File: src/rtl/data_merger_if.sv
// data_merger_if
//   Groups the two show-ahead source channels and the push-style sink of
//   data_merger into one bundle.
//   master : the merger side (drives pops and push, receives rdy/data).
//   slave  : the environment side (sources and sink).
//   Signals: idata1_rdy/idata1/idata1_pop  channel 1 source
//            idata2_rdy/idata2/idata2_pop  channel 2 source
//            odata_rdy/odata_push/odata    output sink
//   Optional build macro DATA_MERGER_TAG_EN adds odata_chan (source tag).
interface data_merger_if #(
   parameter int unsigned DW = 32
);
   logic          idata1_rdy;
   logic [DW-1:0] idata1;
   logic          idata1_pop;
   logic          idata2_rdy;
   logic [DW-1:0] idata2;
   logic          idata2_pop;
   logic          odata_rdy;
   logic          odata_push;
   logic [DW-1:0] odata;
`ifdef DATA_MERGER_TAG_EN
   logic          odata_chan;
`endif

   modport master (
      input  idata1_rdy, idata1,
      output idata1_pop,
      input  idata2_rdy, idata2,
      output idata2_pop,
      input  odata_rdy,
      output odata_push, odata
`ifdef DATA_MERGER_TAG_EN
      , output odata_chan
`endif
   );

   modport slave (
      output idata1_rdy, idata1,
      input  idata1_pop,
      output idata2_rdy, idata2,
      input  idata2_pop,
      output odata_rdy,
      input  odata_push, odata
`ifdef DATA_MERGER_TAG_EN
      , input odata_chan
`endif
   );
endinterface

File: src/rtl/data_merger.sv
// data_merger
//   Re-assembles a split stream: takes stagecnt words from channel 1, then
//   num words from channel 2, forever, and pushes them through a single
//   output hold register.
//   Ports: clk       system clock
//          rst       synchronous active-high reset
//          stagecnt  words per round from channel 1 (sampled in IDLE)
//          num       words per round from channel 2 (sampled in IDLE)
//          bus       data_merger_if.master (sources + sink)
//   Optional build macro DATA_MERGER_TAG_EN: adds bus.odata_chan, 0 for
//   channel 1 words and 1 for channel 2 words.
module data_merger #(
   parameter int unsigned DW = 32,
   parameter int unsigned CW = 32
) (
   input  logic           clk,
   input  logic           rst,
   input  logic [CW-1:0]  stagecnt,
   input  logic [CW-1:0]  num,
   data_merger_if.master  bus
);

   typedef enum logic [1:0] {
      IDLE = 2'd0,
      CH1  = 2'd1,
      CH2  = 2'd2
   } state_t;

   state_t        r_state, w_state_nxt;
   logic [CW-1:0] r_cnt, w_cnt_nxt, w_cnt_inc;
   logic [CW-1:0] r_s_lat, r_n_lat;
   logic          r_hold_vld;
   logic [DW-1:0] r_hold_data;
   logic          w_pop_ok, w_pop1, w_pop2, w_push;
`ifdef DATA_MERGER_TAG_EN
   logic          r_hold_chan;
`endif

   // The hold slot can take a new word if it is empty or is being drained now.
   assign w_pop_ok  = !r_hold_vld || bus.odata_rdy;
   assign w_cnt_inc = r_cnt + CW'(1);
   // Handshakes are suppressed in the reset cycle so no source word is lost.
   assign w_push    = r_hold_vld && bus.odata_rdy && !rst;

   always_comb begin
      w_state_nxt = r_state;
      w_cnt_nxt   = r_cnt;
      w_pop1      = 1'b0;
      w_pop2      = 1'b0;
      unique case (r_state)
         IDLE: begin
            w_cnt_nxt = '0;
            // Decision uses the counts being latched this same cycle.
            if (stagecnt != '0)
               w_state_nxt = CH1;
            else if (num != '0)
               w_state_nxt = CH2;
         end
         CH1: begin
            if (bus.idata1_rdy && w_pop_ok) begin
               w_pop1 = 1'b1;
               if (w_cnt_inc == r_s_lat) begin
                  w_cnt_nxt   = '0;
                  w_state_nxt = (r_n_lat != '0) ? CH2 : IDLE;
               end else begin
                  w_cnt_nxt = w_cnt_inc;
               end
            end
         end
         CH2: begin
            if (bus.idata2_rdy && w_pop_ok) begin
               w_pop2 = 1'b1;
               if (w_cnt_inc == r_n_lat) begin
                  w_cnt_nxt   = '0;
                  w_state_nxt = IDLE;
               end else begin
                  w_cnt_nxt = w_cnt_inc;
               end
            end
         end
         default: w_state_nxt = IDLE;
      endcase
      if (rst) begin
         w_pop1 = 1'b0;
         w_pop2 = 1'b0;
      end
   end

   always_ff @(posedge clk) begin
      if (rst) begin
         r_state     <= IDLE;
         r_cnt       <= '0;
         r_s_lat     <= '0;
         r_n_lat     <= '0;
         r_hold_vld  <= 1'b0;
         r_hold_data <= '0;
`ifdef DATA_MERGER_TAG_EN
         r_hold_chan <= 1'b0;
`endif
      end else begin
         r_state <= w_state_nxt;
         r_cnt   <= w_cnt_nxt;
         if (r_state == IDLE) begin
            r_s_lat <= stagecnt;
            r_n_lat <= num;
         end
         // A refill in the same cycle as a push keeps the slot occupied.
         if (w_pop1 || w_pop2) begin
            r_hold_vld  <= 1'b1;
            r_hold_data <= w_pop1 ? bus.idata1 : bus.idata2;
`ifdef DATA_MERGER_TAG_EN
            r_hold_chan <= w_pop2;
`endif
         end else if (w_push) begin
            r_hold_vld <= 1'b0;
         end
      end
   end

   assign bus.idata1_pop = w_pop1;
   assign bus.idata2_pop = w_pop2;
   assign bus.odata_push = w_push;
   assign bus.odata      = r_hold_data;
`ifdef DATA_MERGER_TAG_EN
   assign bus.odata_chan = r_hold_chan;
`endif

endmodule

File: src/flat_wrapper.sv
// flat-port wrapper written by rule: the top's interface ports become plain ports
module data_merger_flat 
#(
   parameter int unsigned DW = 32,
   parameter int unsigned CW = 32
)
  (clk, rst, stagecnt, num, bus_idata1_rdy, bus_idata1, bus_idata1_pop, bus_idata2_rdy, bus_idata2, bus_idata2_pop, bus_odata_rdy, bus_odata_push, bus_odata);
  data_merger_if #(.DW(DW)) bus_i ();
  input  logic clk;
  input  logic rst;
  input  logic [CW-1:0] stagecnt;
  input  logic [CW-1:0] num;
  input wire logic [$bits(bus_i.idata1_rdy)-1:0] bus_idata1_rdy;
  input wire logic [$bits(bus_i.idata1)-1:0] bus_idata1;
  output wire logic [$bits(bus_i.idata1_pop)-1:0] bus_idata1_pop;
  input wire logic [$bits(bus_i.idata2_rdy)-1:0] bus_idata2_rdy;
  input wire logic [$bits(bus_i.idata2)-1:0] bus_idata2;
  output wire logic [$bits(bus_i.idata2_pop)-1:0] bus_idata2_pop;
  input wire logic [$bits(bus_i.odata_rdy)-1:0] bus_odata_rdy;
  output wire logic [$bits(bus_i.odata_push)-1:0] bus_odata_push;
  output wire logic [$bits(bus_i.odata)-1:0] bus_odata;
  assign bus_i.idata1_rdy = bus_idata1_rdy;
  assign bus_i.idata1 = bus_idata1;
  assign bus_idata1_pop = bus_i.idata1_pop;
  assign bus_i.idata2_rdy = bus_idata2_rdy;
  assign bus_i.idata2 = bus_idata2;
  assign bus_idata2_pop = bus_i.idata2_pop;
  assign bus_i.odata_rdy = bus_odata_rdy;
  assign bus_odata_push = bus_i.odata_push;
  assign bus_odata = bus_i.odata;
  data_merger #(.DW(DW), .CW(CW)) u_core (.clk(clk), .rst(rst), .stagecnt(stagecnt), .num(num), .bus(bus_i));
endmodule
File: config.mk
export PLATFORM = sky130hd
export DESIGN_NAME = data_merger_flat
export DESIGN_NICKNAME = d
export VERILOG_FILES = /design/src/rtl/data_merger_if.sv /design/src/rtl/data_merger.sv /design/src/flat_wrapper.sv
export SDC_FILE = /design/constraint.sdc
export NUM_CORES = 1
export LEC_CHECK = 0
export BUFFER_PORTS_ARGS = -buffer_cell sky130_fd_sc_hd__buf_2
export CORE_MARGIN = 5
export CORE_UTILIZATION = 50
export CTS_BUF_LIST = sky130_fd_sc_hd__clkbuf_8
export CTS_CLUSTER_SIZE = 12
export DETAILED_ROUTE_END_ITERATION = 10
export PLACE_DENSITY = 0.77
export SYNTH_ARGS = -nofsm -noshare
export SYNTH_HDL_FRONTEND = slang
export SYNTH_SLANG_ARGS = --single-unit
File: constraint.sdc
create_clock -name clk -period 3.8 [get_ports clk]
set_clock_uncertainty 0.1 [all_clocks]
set_input_delay 0.38 -clock clk [delete_from_list [all_inputs] [get_ports clk]]
set_output_delay 0.38 -clock clk [all_outputs]
set_load 0.1 [all_outputs]
# After elaboration in Yosys (flattened, before gate mapping)
# Index checks and enable logic that the tools add are counted.
# totals
regBits,131
latch_bits,0
ramBits,0
romBits,0
inputBits,133
output_inout_bits,35
elab_cells,54
mem_count,0
# op_classes
add_sub_neg,1
mul,0
n_div,0
magnitude_cmp,0
n_eq_ne,9
shift,0
mux,22
bitwise_logic,0
n_reduce_logical,16
# op_table
operator,count
two-way mux 32 bit,5
case mux 32 bit (3 select lines),1
nonzero test 32 bit,3
== test 32 bit,2
adder 32 x 1 -> 32 bit (second input constant),1
two-way mux 2 bit,7
two-way mux 1 bit,8
inequality test 2 x 1 -> 1 bit (second input constant),4
case mux 2 bit (3 select lines),1
AND reduction 5 bit,1
logical AND 1 bit,4
inequality test 3 x 1 -> 1 bit (second input constant),1
AND reduction 3 bit,1
nonzero test 3 bit,1
== test 2 x 1 -> 1 bit (second input constant),1
== test 2 bit (second input constant),1
logical NOT 1 bit,2
logical NOT 2 bit,1
logical OR 1 bit,2
nonzero test 2 bit,1

# Depth between registers and ports, before layout
# Gate-level depths: netlist (run 1).
# depth
depth_word,8
ltp_mapped,15
ltp_nobuf,10

# Worst setup path before layout (run 1)
# OpenSTA, ideal clock, no wires.
# synth_path
path_type,reg-to-reg
startpoint,reg u_core.r_cnt[1]
endpoint,reg u_core.r_cnt[14]
arrival_ns,3.319
t_required_ns,3.570
slack_ns,0.251
stages_incl_launch_ff,14
n_path_buf,3
synth_period_minus_slack_ns,3.549
cell_sequence,dfxtp_1 -> ha_1 -> nand3_2 -> nor4_2 -> nand4b_1 -> xnor2_1 -> a2111o_1 -> or4_1 -> o31a_1 -> buf_6 -> o21ai_4 -> buf_6 -> buf_12 -> o211ai_2
# synth_between
elab_chain_len,5
elab_cells_between_ends,8
# synth_rtl
element,line_no,rtl
"start, declared",data_merger.sv:30,"logic [CW-1:0] r_cnt, w_cnt_nxt, w_cnt_inc;"
"start signal, assigned",data_merger.sv:102,r_cnt <= w_cnt_nxt;
adder 32 x 1 -> 32 bit *,data_merger.sv:41,assign w_cnt_inc = r_cnt + CW'(1);
== test 32 bit (on tied branches),"data_merger.sv:73, data_merger.sv:62",
two-way mux 32 bit (on tied branches),"data_merger.sv:73, data_merger.sv:62",
two-way mux 32 bit (on tied branches),"data_merger.sv:71, data_merger.sv:60",
case mux 32 bit (3 select lines) *,data_merger.sv:50,unique case (r_state)
# Mark *: on every way between the ends. The rest lies on a longest branch, timed or not. The select of a mux whose other input is x is not followed.
# A chain may end at the register's enable or synchronous reset.

# Final worst setup path (run 1)
# layout_path
startpoint,reg u_core.r_cnt[6]
endpoint,reg u_core.r_cnt[7]
# Same word-level chain as after synthesis.

==> results.sh, run 1 <==
export IMPL_status="complete, no violations"
export IMPL_die_w_um=138
export IMPL_drc=0
export IMPL_worstPathRequired_ns=4.04
export IMPL_slew_violations=0
export IMPL_ys_async_sr_fraction_pct=0
export IMPL_finalWeightedCongestion=1.02
export IMPL_startpoint_type="flop"
export IMPL_die_h_um=138
export IMPL_r2r_slack_ns=0.1
export IMPL_hp_class="primary input to flop"
export IMPL_final_util_pct=61.4
export IMPL_critical_path_peak_fanout=16
export IMPL_ir_worst_vdd_mv=0.667
export IMPL_synthXorXnorAreaFrac_pct=8.10
export IMPL_synth_fp_nets=1111
export IMPL_clk_pin_slew_worst_paths_ns=0.09
export IMPL_design_area_sq_mm=0.00978
export IMPL_num_nets_final=1280
export IMPL_nFillCells=1360
export IMPL_crit_top_cell="nand4_1"
export IMPL_max_freq_ghz=0.270
export IMPL_antenna_found_initial=0
export IMPL_reg2reg_to="u_core.r_cnt[7]"
export IMPL_ioPinCount=168
export IMPL_ant_nets=0
export IMPL_num_rows=46
export IMPL_pwr_density_cell_mw_per_mm2=591
export IMPL_wl_per_cell_um=20.0
export IMPL_via_per_inst=5.99
export IMPL_hold_viol=0
export IMPL_period_needed_ns=3.70
export IMPL_worstMarginPinSlew_ns=0.620
export IMPL_diodes=0
export IMPL_p_leak_nw=4.05
export IMPL_crit_type="flop to flop"
export IMPL_cts_max_level=4
export IMPL_post_dp_cell_area_sq_mm=0.00939
export IMPL_coreArea_sq_mm=0.0159
export IMPL_cp_slowest_cell="dfxtp_1"
export IMPL_synth_edff_count=0
export IMPL_cts_tree="done"
export IMPL_netlist_instances=973
export IMPL_synth_warnings=0
export IMPL_rsz0062_at_grt="no"
export IMPL_grt_start_max_net_pins=66
export IMPL_netSwitchingPower_mw=2.72
export IMPL_numClockSinks=131
export IMPL_track_usage_pct=29.2
export IMPL_cap_violations=0
export IMPL_netlist_area_sq_mm=0.00814
export IMPL_finalSetupViolations=0
export IMPL_dr_pass1_iters=5
export IMPL_cts_hold_buf=0
export IMPL_clockBufferDepth=2
export IMPL_r2r_start="u_core.r_cnt[6]"
export IMPL_whs_endpoint="u_core.r_n_lat[16]"
export IMPL_synth_area_per_cell_sq_um=8.37
export IMPL_initial_core_util_pct=51.1
export IMPL_synthSimpleGateAreaFrac_pct=24.2
export IMPL_arrival_ns=3.94
export IMPL_synth_adder_area_share_pct=0.768
export IMPL_reg2reg_depth=11
export IMPL_max_slew_margin_rel_pct=58.4
export IMPL_worst_path_buf_inv=2
export IMPL_overflow=0
export IMPL_numCtsBuffers=17
export IMPL_period_share_pct=97.4
export IMPL_yosys_cell_types_count=68
export IMPL_pwr_share_clk_pct=19.0
export IMPL_cp_end_kind="flop"
export IMPL_grt_pass1_wl_um=42800
export IMPL_die_area_sq_mm=0.0189
export IMPL_wirelength_um=27500
export IMPL_path_cells="buf_4 > and4_1 > nand4_1 > o31ai_1 > a21oi_1 > a2111oi_2 > nand4_1 > o31a_1 > buf_12 > o2111ai_1 > o211ai_1"
export IMPL_ys_flop_type="dfxtp_1"
export IMPL_numPortBuffers=167
export IMPL_via_count=8210
export IMPL_synth_top_family_by_area="simple AND/OR/NAND/NOR gates"
export IMPL_dr_first_iter_drc_count=860
export IMPL_switching_share_pct=47.0
export IMPL_pwr_share_seq_pct=32.8
export IMPL_synth_compound_area_share_pct=17.1
export IMPL_cts_root_buffer="clkbuf_8"
export IMPL_pwr_share_comb_pct=48.2
export IMPL_dp_final_hpwl_um=21600
export IMPL_clk_latency_ns=0.46
export IMPL_synth_seq_cells=131
export IMPL_hold_start="num[16]"
export IMPL_cpLargestDelayFamily="compound AO/OA/AOI/OAI gates"
export IMPL_min_path_cells=3
export IMPL_drive_gt1_share_pct=25.9
export IMPL_cpPeakStageDelay_ns=0.50
export IMPL_synth_mux_area_share_pct=11.9
export IMPL_grt_pass1_vias=7818
export IMPL_yosysSeqAreaShare_pct=32.2
export IMPL_p_int_mw=3.07
export IMPL_syn_to_final_growth_pct=20.1
==> synth_stat cells (all sizes together), types with 3 or more instances <==
library cell  number  share of area (%)
o21ai             16                1.1
a311oi             3               0.32
o311ai             3               0.32
a211oi            35                3.2
buf               32                2.6
xnor2             42                4.5
mux2i             97                 12
nand3             25                1.7
nand2             89                4.1
o211ai            57                5.9
o31ai              9                1.0
or3                4               0.37
a21oi             13               0.80
o22ai              3               0.23
and2               5               0.40
xor2              23                2.5
ha                 5               0.77
and4               6               0.65
nor2b              3               0.23
o2111ai           12                1.3
clkbuf            50                2.3
inv               16               0.74
and3               8               0.61
dfxtp            131                 32
nor2             137                6.3
o32ai              3               0.32
nor3              23                1.4
nand4             24                2.3
xnor3              4                1.1
a31oi              8               0.61
nand3b             5               0.46
a2111oi            3               0.32
nor4              37                3.3
nand2b            10               0.77
nor3b              5               0.46
==> logic make-up after synthesis <==
group,after synthesis
flip-flops,131
buffers and inverters,98
multiplexers,97
AO/OA/AOI/OAI,180
AND/OR/NAND/NOR,393
XOR/XNOR,69
adder cells (fa/ha/maj),5
==> cell usage in the layout (no fill, tap or decap), types with 6 or more instances in the layout <==
| cell | instances |
|---|---|
| o2111ai_1 | 12 |
| dfxtp_1 | 130 |
| o31ai_1 | 7 |
| nor4_1 | 32 |
| nand4_1 | 20 |
| nand2b_1 | 10 |
| o21ai_0 | 15 |
| a211oi_1 | 35 |
| nor2_1 | 136 |
| o211ai_1 | 47 |
| xor2_1 | 23 |
| xnor2_1 | 42 |
| and4_1 | 6 |
| clkbuf_8 | 17 |
| o211ai_2 | 10 |
| nand3_1 | 22 |
| buf_2 | 166 |
| nand2_1 | 89 |
| nor3_1 | 23 |
| a31oi_1 | 8 |
| a21oi_1 | 13 |
| mux2i_1 | 97 |
| inv_1 | 16 |
| buf_4 | 63 |
| and3_1 | 8 |
==> per-stage QoR <==
step / hold slack (ns) / TNS, ns / worst slack [ns] / std cells / power, mW
3_5_place_dp: 0.408 / -1.89 / -0.106 / 1337 / 4.67
2_1_floorplan: 0.370 / 0 / 0.251 / 973 / 3.98
6_report: 0.0740 / 0 / 0.0974 / 1370 / 5.79
3_3_place_gp: 0.399 / -2.71 / -0.0983 / 1337 / 4.61
5_1_grt: 0.0704 / 0 / 0.0156 / 1370 / 6.04
4_1_cts: 0.0571 / 0 / 0.0285 / 1368 / 5.76
==> final cells by class <==
cell class,instances,area (sq um),area share (%)
clock buffers,17,234,2.39
multi-input cells,744,5110,52.2
inverters,16,60.1,0.614
well taps,216,270,2.76
repair buffers,232,1360,13.9
clock inverters,14,124,1.27
flip-flops and latches,131,2620,26.8
==> sequential cells by signal, indices dropped and copies added (netlist names) <==
signal,count
u_core.bus.odata,32
u_core.r_cnt,32
u_core.r_n_lat,32
u_core.r_s_lat,32
u_core.r_state,2
u_core.r_hold_vld,1
==> worst max path at each step <==
stage	startpoint	endpoint	slack (ns)	cells after the start
2_1_floorplan	u_core.r_cnt[1]	u_core.r_cnt[14]	0.25	13
3_3_place_gp	u_core.r_cnt[6]	u_core.r_cnt[7]	-0.1	11
3_5_place_dp	u_core.r_cnt[6]	u_core.r_cnt[7]	-0.11	11
4_1_cts	u_core.r_cnt[6]	u_core.r_cnt[7]	0.03	11
5_1_grt	u_core.r_cnt[12]	u_core.r_cnt[14]	0.02	10
6_report	u_core.r_cnt[6]	u_core.r_cnt[7]	0.1	11
==> power by group through the flow <==
stage	Combinational [mW]	Clock (mW)	Sequential, mW
floorplan	1.57	0	2.41
global placement	2.70	0	1.91
detailed placement	2.75	0	1.91
CTS	2.76	1.11	1.89
global route	2.96	1.17	1.92
finish	2.79	1.10	1.90
==> metal layers <==
| layer | share of wire [%] | wire length (um) | GRT usage, % | vias to the layer above |
|---|---|---|---|---|
| li1 | - | - | - | 3908 |
| met1 | 41 | 11200 | 38.8 | 3796 |
| met2 | 46 | 12700 | 46.3 | 451 |
| met3 | 10 | 2810 | 7.45 | 55 |
| met4 | 2.7 | 750 | 9.53 | 0 |
| met5 | 0 | 0 | 0 | - |
==> worst min-delay path, stage by stage <==
cell and delay (ns):
buf_2 0.09, mux2i_1 0.06, nor2_1 0.07
==> timing repair <==
item / 4_1_cts / 5_1_grt
buffers inserted: 0 / 2
pin swaps: 0 / 2
setup endpoints to repair: 34 / 34
gates resized for setup: 1 / 5
Note: power is estimated with default switching activity, not from simulation.
==> run 2, diff against run 1 <==
==> constraint.sdc (replaced) <==
create_clock -name clk -period 3.8 [get_ports clk]
set_clock_uncertainty 0.1 [all_clocks]
set_input_delay 0.57 -clock clk [delete_from_list [all_inputs] [get_ports clk]]
set_output_delay 0.57 -clock clk [all_outputs]
set_load 0.1 [all_outputs]
==> run 2 against run 1 <==
  * Utilization increased by 0.26 points
  * Register-to-register slack improved by 0.07 ns
  * Via count increased by 1.1%
  * Global-route usage increased by 0.56 points
  * Setup slack improved by 0.067 ns
  * Non-clock buffer count increased by 3
  * Design area increased by 0.42%
  * Power increased by 1.4%
  * Clock power increased by 6%
  * Count of clock-buffer cells in the layout unchanged
  * Critical path type unchanged
  * Critical endpoint is now u_core.r_cnt[2]
  * Highest routed layer unchanged
==> results.sh, run 2 (synthesized netlist as in run 1, its figures left out) <==
export IMPL_status="complete, no violations"
export IMPL_arrival_ns=3.86
export IMPL_crit_cells=10
export IMPL_cp_slowest_cell="dfxtp_1"
export IMPL_max_freq_ghz=0.275
export IMPL_wl_per_cell_um=20.2
export IMPL_worstPathRequired_ns=4.03
export IMPL_via_per_inst=6.04
export IMPL_multiInputGateArea_sq_mm=0.00509
export IMPL_die_w_um=138
export IMPL_period_share_pct=95.7
export IMPL_cts_root_buffer="clkbuf_8"
export IMPL_cpPeakStageDelay_ns=0.52
export IMPL_hold_start="num[5]"
export IMPL_cap_violations=0
export IMPL_die_h_um=138
export IMPL_whs_ns=0.267
export IMPL_reg2reg_to="u_core.r_cnt[2]"
export IMPL_coreArea_sq_mm=0.0159
export IMPL_cp_end_kind="flop"
export IMPL_antenna_found_initial=0
export IMPL_grt_pass1_wl_um=43500
export IMPL_ioPinCount=168
export IMPL_cts_tree="done"
export IMPL_finalWeightedCongestion=1.05
export IMPL_tns_ns=0
export IMPL_clockBufferDepth=2
export IMPL_final_common_cell="buf_2"
export IMPL_numClockSinks=131
export IMPL_num_nets_final=1283
export IMPL_syn_to_final_growth_pct=20.6
export IMPL_min_path_cells=3
export IMPL_hp_class="primary input to flop"
export IMPL_nFillCells=1394
export IMPL_worstSetupStartpoint="u_core.r_cnt[15]"
export IMPL_grt_pass1_vias=7942
export IMPL_diodes=0
export IMPL_final_cell_mix="166 x buf_2, 136 x nor2_1, 129 x dfxtp_1"
export IMPL_numCtsBuffers=17
export IMPL_numPortBuffers=167
export IMPL_clk_latency_ns=0.45
export IMPL_cts_hold_buf=0
export IMPL_clk_pin_slew_worst_paths_ns=0.09
export IMPL_via_count=8297
export IMPL_rsz0062_at_grt="no"
export IMPL_cts_max_level=4
export IMPL_ctsResizeCount=0
export IMPL_finalSetupViolations=0
export IMPL_dr_first_iter_drc_count=749
export IMPL_reg2reg_depth=10
export IMPL_drc=0
export IMPL_startpoint_type="flop"
export IMPL_cpLargestDelayFamily="compound AO/OA/AOI/OAI gates"
export IMPL_crit_end="u_core.r_cnt[2]"
export IMPL_drive_gt1_share_pct=25.9
export IMPL_worstMarginPinSlew_ns=0.610
export IMPL_post_cts_buffers=0
export IMPL_die_area_sq_mm=0.0189
export IMPL_track_usage_pct=29.8
export IMPL_slew_violations=0
export IMPL_pwr_density_cell_mw_per_mm2=597
export IMPL_initial_core_util_pct=51.1
export IMPL_max_slew_margin_rel_pct=59.4
export IMPL_ant_nets=0
export IMPL_path_cells="nand2_1 > or3_4 > o31ai_4 > a21oi_1 > a2111o_1 > or4_1 > o31a_1 > buf_12 > o2111ai_1 > o211ai_1"
export IMPL_critical_path_peak_fanout=23
export IMPL_p_leak_nw=4.08
export IMPL_crit_type="flop to flop"
export IMPL_worst_path_buf_inv=1
export IMPL_r2r_start="u_core.r_cnt[15]"
export IMPL_grt_start_max_net_pins=66
export IMPL_hold_viol=0
export IMPL_dp_final_hpwl_um=21600
export IMPL_ir_worst_vdd_mv=0.526
export IMPL_num_rows=46
export IMPL_overflow=0
export IMPL_ff_latch_area_sq_mm=0.00263
export IMPL_r2r_slack_ns=0.16
export IMPL_dr_pass1_iters=6
export IMPL_period_needed_ns=3.64
export IMPL_wirelength_um=27800
[run 2: worst reg2reg max path: stages, from the launching register on]
cell       delay [ns]
dfxtp_1          0.52
nand2_1          0.29
or3_4            0.47
o31ai_4          0.23
a21oi_1          0.16
a2111o_1         0.39
or4_1            0.44
o31a_1           0.38
buf_12           0.21
o2111ai_1        0.21
o211ai_1         0.12
[run 2: power by group]
part	switching (mW)	internal, mW	total (mW)
sequential	0.268	1.63	1.90
clock	0.636	0.534	1.17
combinational	1.83	0.965	2.80
[run 2: layout make-up]
cell class	count	share of cell area [%]
clock buffers	17	2.38
flip-flops and latches	131	26.7
inverters	16	0.611
repair buffers	235	14.2
well taps	216	2.75
clock inverters	15	1.50
multi-input cells	744	51.8
[run 2: stage by stage]
stage / area [sq um] / total power [mW] / worst slack [ns] / util [%] / std cells
2_1_floorplan: 8140 / 3.98 / 0.251 / - / 973
3_3_place_gp: 9440 / 4.64 / 0.224 / 59.2 / 1342
3_5_place_dp: 9440 / 4.68 / 0.179 / 59.2 / 1342
4_1_cts: 9820 / 5.86 / 0.152 / 61.6 / 1374
5_1_grt: 9830 / 6.15 / 0.00401 / 61.6 / 1374
6_report: 9830 / 5.87 / 0.164 / 61.6 / 1374
[run 2: worst min-delay path by stage]
stage / to / slack (ns)
2_1_floorplan: u_core.r_s_lat[22] / 0.37
3_3_place_gp: u_core.r_s_lat[31] / 0.40
3_5_place_dp: u_core.r_s_lat[27] / 0.40
4_1_cts: u_core.r_n_lat[10] / 0.25
5_1_grt: u_core.r_s_lat[26] / 0.26
6_report: u_core.r_n_lat[5] / 0.27
[run 2: metal layers]
| layer | global-route usage [%] | wire length [um] |
|---|---|---|
| met2 | 46.2 | 12500 |
| met4 | 12.5 | 1090 |
| met5 | 0 | 0 |
| met3 | 7.38 | 2510 |
| met1 | 39.3 | 11700 |
==> run 3, diff against run 2 <==
--- a/config.mk
+++ b/config.mk
@@ -7,11 +7,13 @@
 export LEC_CHECK = 0
 export BUFFER_PORTS_ARGS = -buffer_cell sky130_fd_sc_hd__buf_2
 export CORE_MARGIN = 5
-export CORE_UTILIZATION = 50
+export CORE_UTILIZATION = 52
 export CTS_BUF_LIST = sky130_fd_sc_hd__clkbuf_8
 export CTS_CLUSTER_SIZE = 12
 export DETAILED_ROUTE_END_ITERATION = 10
-export PLACE_DENSITY = 0.77
+export MAX_ROUTING_LAYER = met4
+export PLACE_DENSITY = 0.79
+export REMOVE_ABC_BUFFERS = 1
 export SYNTH_ARGS = -nofsm -noshare
 export SYNTH_HDL_FRONTEND = slang
 export SYNTH_SLANG_ARGS = --single-unit
==> run 3 against run 2 <==
  * Via count rose by 1.1%
  * Setup slack lost 0.086 ns
  * First-iteration DRC count is 23% higher
  * Critical path depth is 1 higher
  * Utilization grew 2.5 points
  * Sequential share of layout area is 0.14 points higher
  * Sequential cell count unchanged
  * Fmax is 2.3% lower
  * Cell count is 0.95% lower
  * Routed wire length down 3.5%
  * Largest power group unchanged
  * Highest routed layer unchanged
==> results.sh, run 3 (synthesized netlist as in run 1, its figures left out) <==
export IMPL_pwr_density_cell_mw_per_mm2=607
export IMPL_r2r_start="u_core.r_cnt[16]"
export IMPL_wl_per_cell_um=19.7
export IMPL_critical_path_peak_fanout=10
export IMPL_drc=0
export IMPL_crit_top_cell="buf_4"
export IMPL_cp_end_kind="flop"
export IMPL_num_rows=45
export IMPL_slew_violations=0
export IMPL_coreArea_sq_mm=0.0153
export IMPL_finalSetupViolations=0
export IMPL_dr_pass1_iters=7
export IMPL_finalWeightedCongestion=1.04
export IMPL_dp_final_hpwl_um=20200
export IMPL_cpLargestDelayFamily="compound AO/OA/AOI/OAI gates"
export IMPL_hold_viol=0
export IMPL_clk_latency_ns=0.47
export IMPL_clk_pin_slew_worst_paths_ns=0.08
export IMPL_die_w_um=135
export IMPL_clockBufferDepth=2
export IMPL_wirelength_um=26800
export IMPL_numCtsBuffers=17
export IMPL_path_cells="nand4_1 > buf_4 > o31ai_1 > a21oi_1 > a2111oi_0 > buf_4 > nand4_1 > buf_4 > o31ai_1 > a31oi_1 > a311oi_1"
export IMPL_period_share_pct=97.9
export IMPL_max_freq_ghz=0.269
export IMPL_grt_pass1_vias=7840
export IMPL_dr_first_iter_drc_count=919
export IMPL_overflow=0
export IMPL_power_mw=5.93
export IMPL_worstSetupStartpoint="u_core.r_cnt[16]"
export IMPL_cts_root_buffer="clkbuf_8"
export IMPL_cts_max_level=4
export IMPL_numClockSinks=131
export IMPL_diodes=0
export IMPL_hp_class="primary input to flop"
export IMPL_multiInputGateArea_sq_mm=0.00510
export IMPL_p_leak_nw=4.06
export IMPL_cp_slowest_cell="dfxtp_1"
export IMPL_rsz0062_at_grt="no"
export IMPL_final_cell_mix="166 x buf_2, 136 x nor2_1, 128 x dfxtp_1"
export IMPL_worstPathRequired_ns=4.06
export IMPL_final_common_cell="buf_2"
export IMPL_startpoint_type="flop"
export IMPL_nFillCells=1351
export IMPL_cap_violations=0
export IMPL_num_nets_final=1275
export IMPL_ir_worst_vdd_mv=0.605
export IMPL_period_needed_ns=3.72
export IMPL_ioPinCount=168
export IMPL_initial_core_util_pct=53.4
export IMPL_ant_nets=0
export IMPL_worstMarginPinSlew_ns=0.711
export IMPL_final_util_pct=64.1
export IMPL_via_per_inst=6.17
export IMPL_cts_tree="done"
export IMPL_numPortBuffers=167
export IMPL_track_usage_pct=29.5
export IMPL_hold_start="stagecnt[6]"
export IMPL_grt_pass1_wl_um=41400
export IMPL_die_h_um=135
export IMPL_grt_start_max_net_pins=68
export IMPL_worst_path_buf_inv=3
export IMPL_crit_type="flop to flop"
export IMPL_via_count=8392
export IMPL_syn_to_final_growth_pct=20.1
export IMPL_ff_latch_area_sq_mm=0.00263
export IMPL_die_area_sq_mm=0.0183
export IMPL_cpPeakStageDelay_ns=0.59
export IMPL_status="complete, no violations"
export IMPL_max_slew_margin_rel_pct=52.6
export IMPL_drive_gt1_share_pct=25.7
export IMPL_antenna_found_initial=0
export IMPL_arrival_ns=3.99
[run 3: worst paths after layout]
path | slack [ns] | to | cells after the start
min reg2reg | 0.43 | u_core.r_s_lat[30] | 2
min | 0.25 | u_core.r_s_lat[6] | 3
max | 0.08 | u_core.r_state[1] | 11
max reg2reg | 0.08 | u_core.r_state[1] | 11
[run 3: timing repair]
item	in CTS	in global routing
buffers inserted	0	1
hold buffers	0	0
gates resized for setup	0	7
endpoints found under the setup margin	0	33
[run 3: final cells by class]
cell class	instances	share of cell area, %
multi-input combinational	744	52.2
sequential	131	26.9
timing repair buffer	227	13.4
tap	211	2.70
clock buffer	18	2.53
clock inverter	14	1.70
inverter	16	0.614
[run 3: worst min-delay path, delay by kind of cell]
family        cells  cell delay (ns)
buf+inv           1             0.08
mux               1             0.06
simple gates      1             0.07
[run 3: where the power goes]
| part | switching [mW] | internal (mW) |
|---|---|---|
| logic | 1.82 | 0.955 |
| registers | 0.274 | 1.63 |
| clock network | 0.632 | 0.620 |
| total | 2.72 | 3.21 |
[run 3: routing by layer]
layer  up-vias  global-route usage (%)  share of wire (%)  wire (um)
met2       539                    44.8                 44      11900
met3       101                    6.76                 11       2870
li1       3893                       -                  -          -
met4         0                    12.4                4.4       1180
met5         -                       -                  0          0
met1      3859                    38.0                 41      10900
[run 3: per-stage QoR]
| step | setup WS (ns) | hold slack [ns] | instances | area, sq um | TNS [ns] |
|---|---|---|---|---|---|
| 3_5_place_dp | 0.142 | 0.412 | 1328 | 9340 | 0 |
| 6_report | 0.0783 | 0.247 | 1361 | 9780 | 0 |
| 5_1_grt | 0.0204 | 0.251 | 1361 | 9780 | 0 |
| 3_3_place_gp | 0.208 | 0.398 | 1328 | 9340 | 0 |
| 4_1_cts | 0.124 | 0.239 | 1360 | 9750 | 0 |
| 2_1_floorplan | -3.34 | 0.370 | 891 | 7740 | -141.46 |
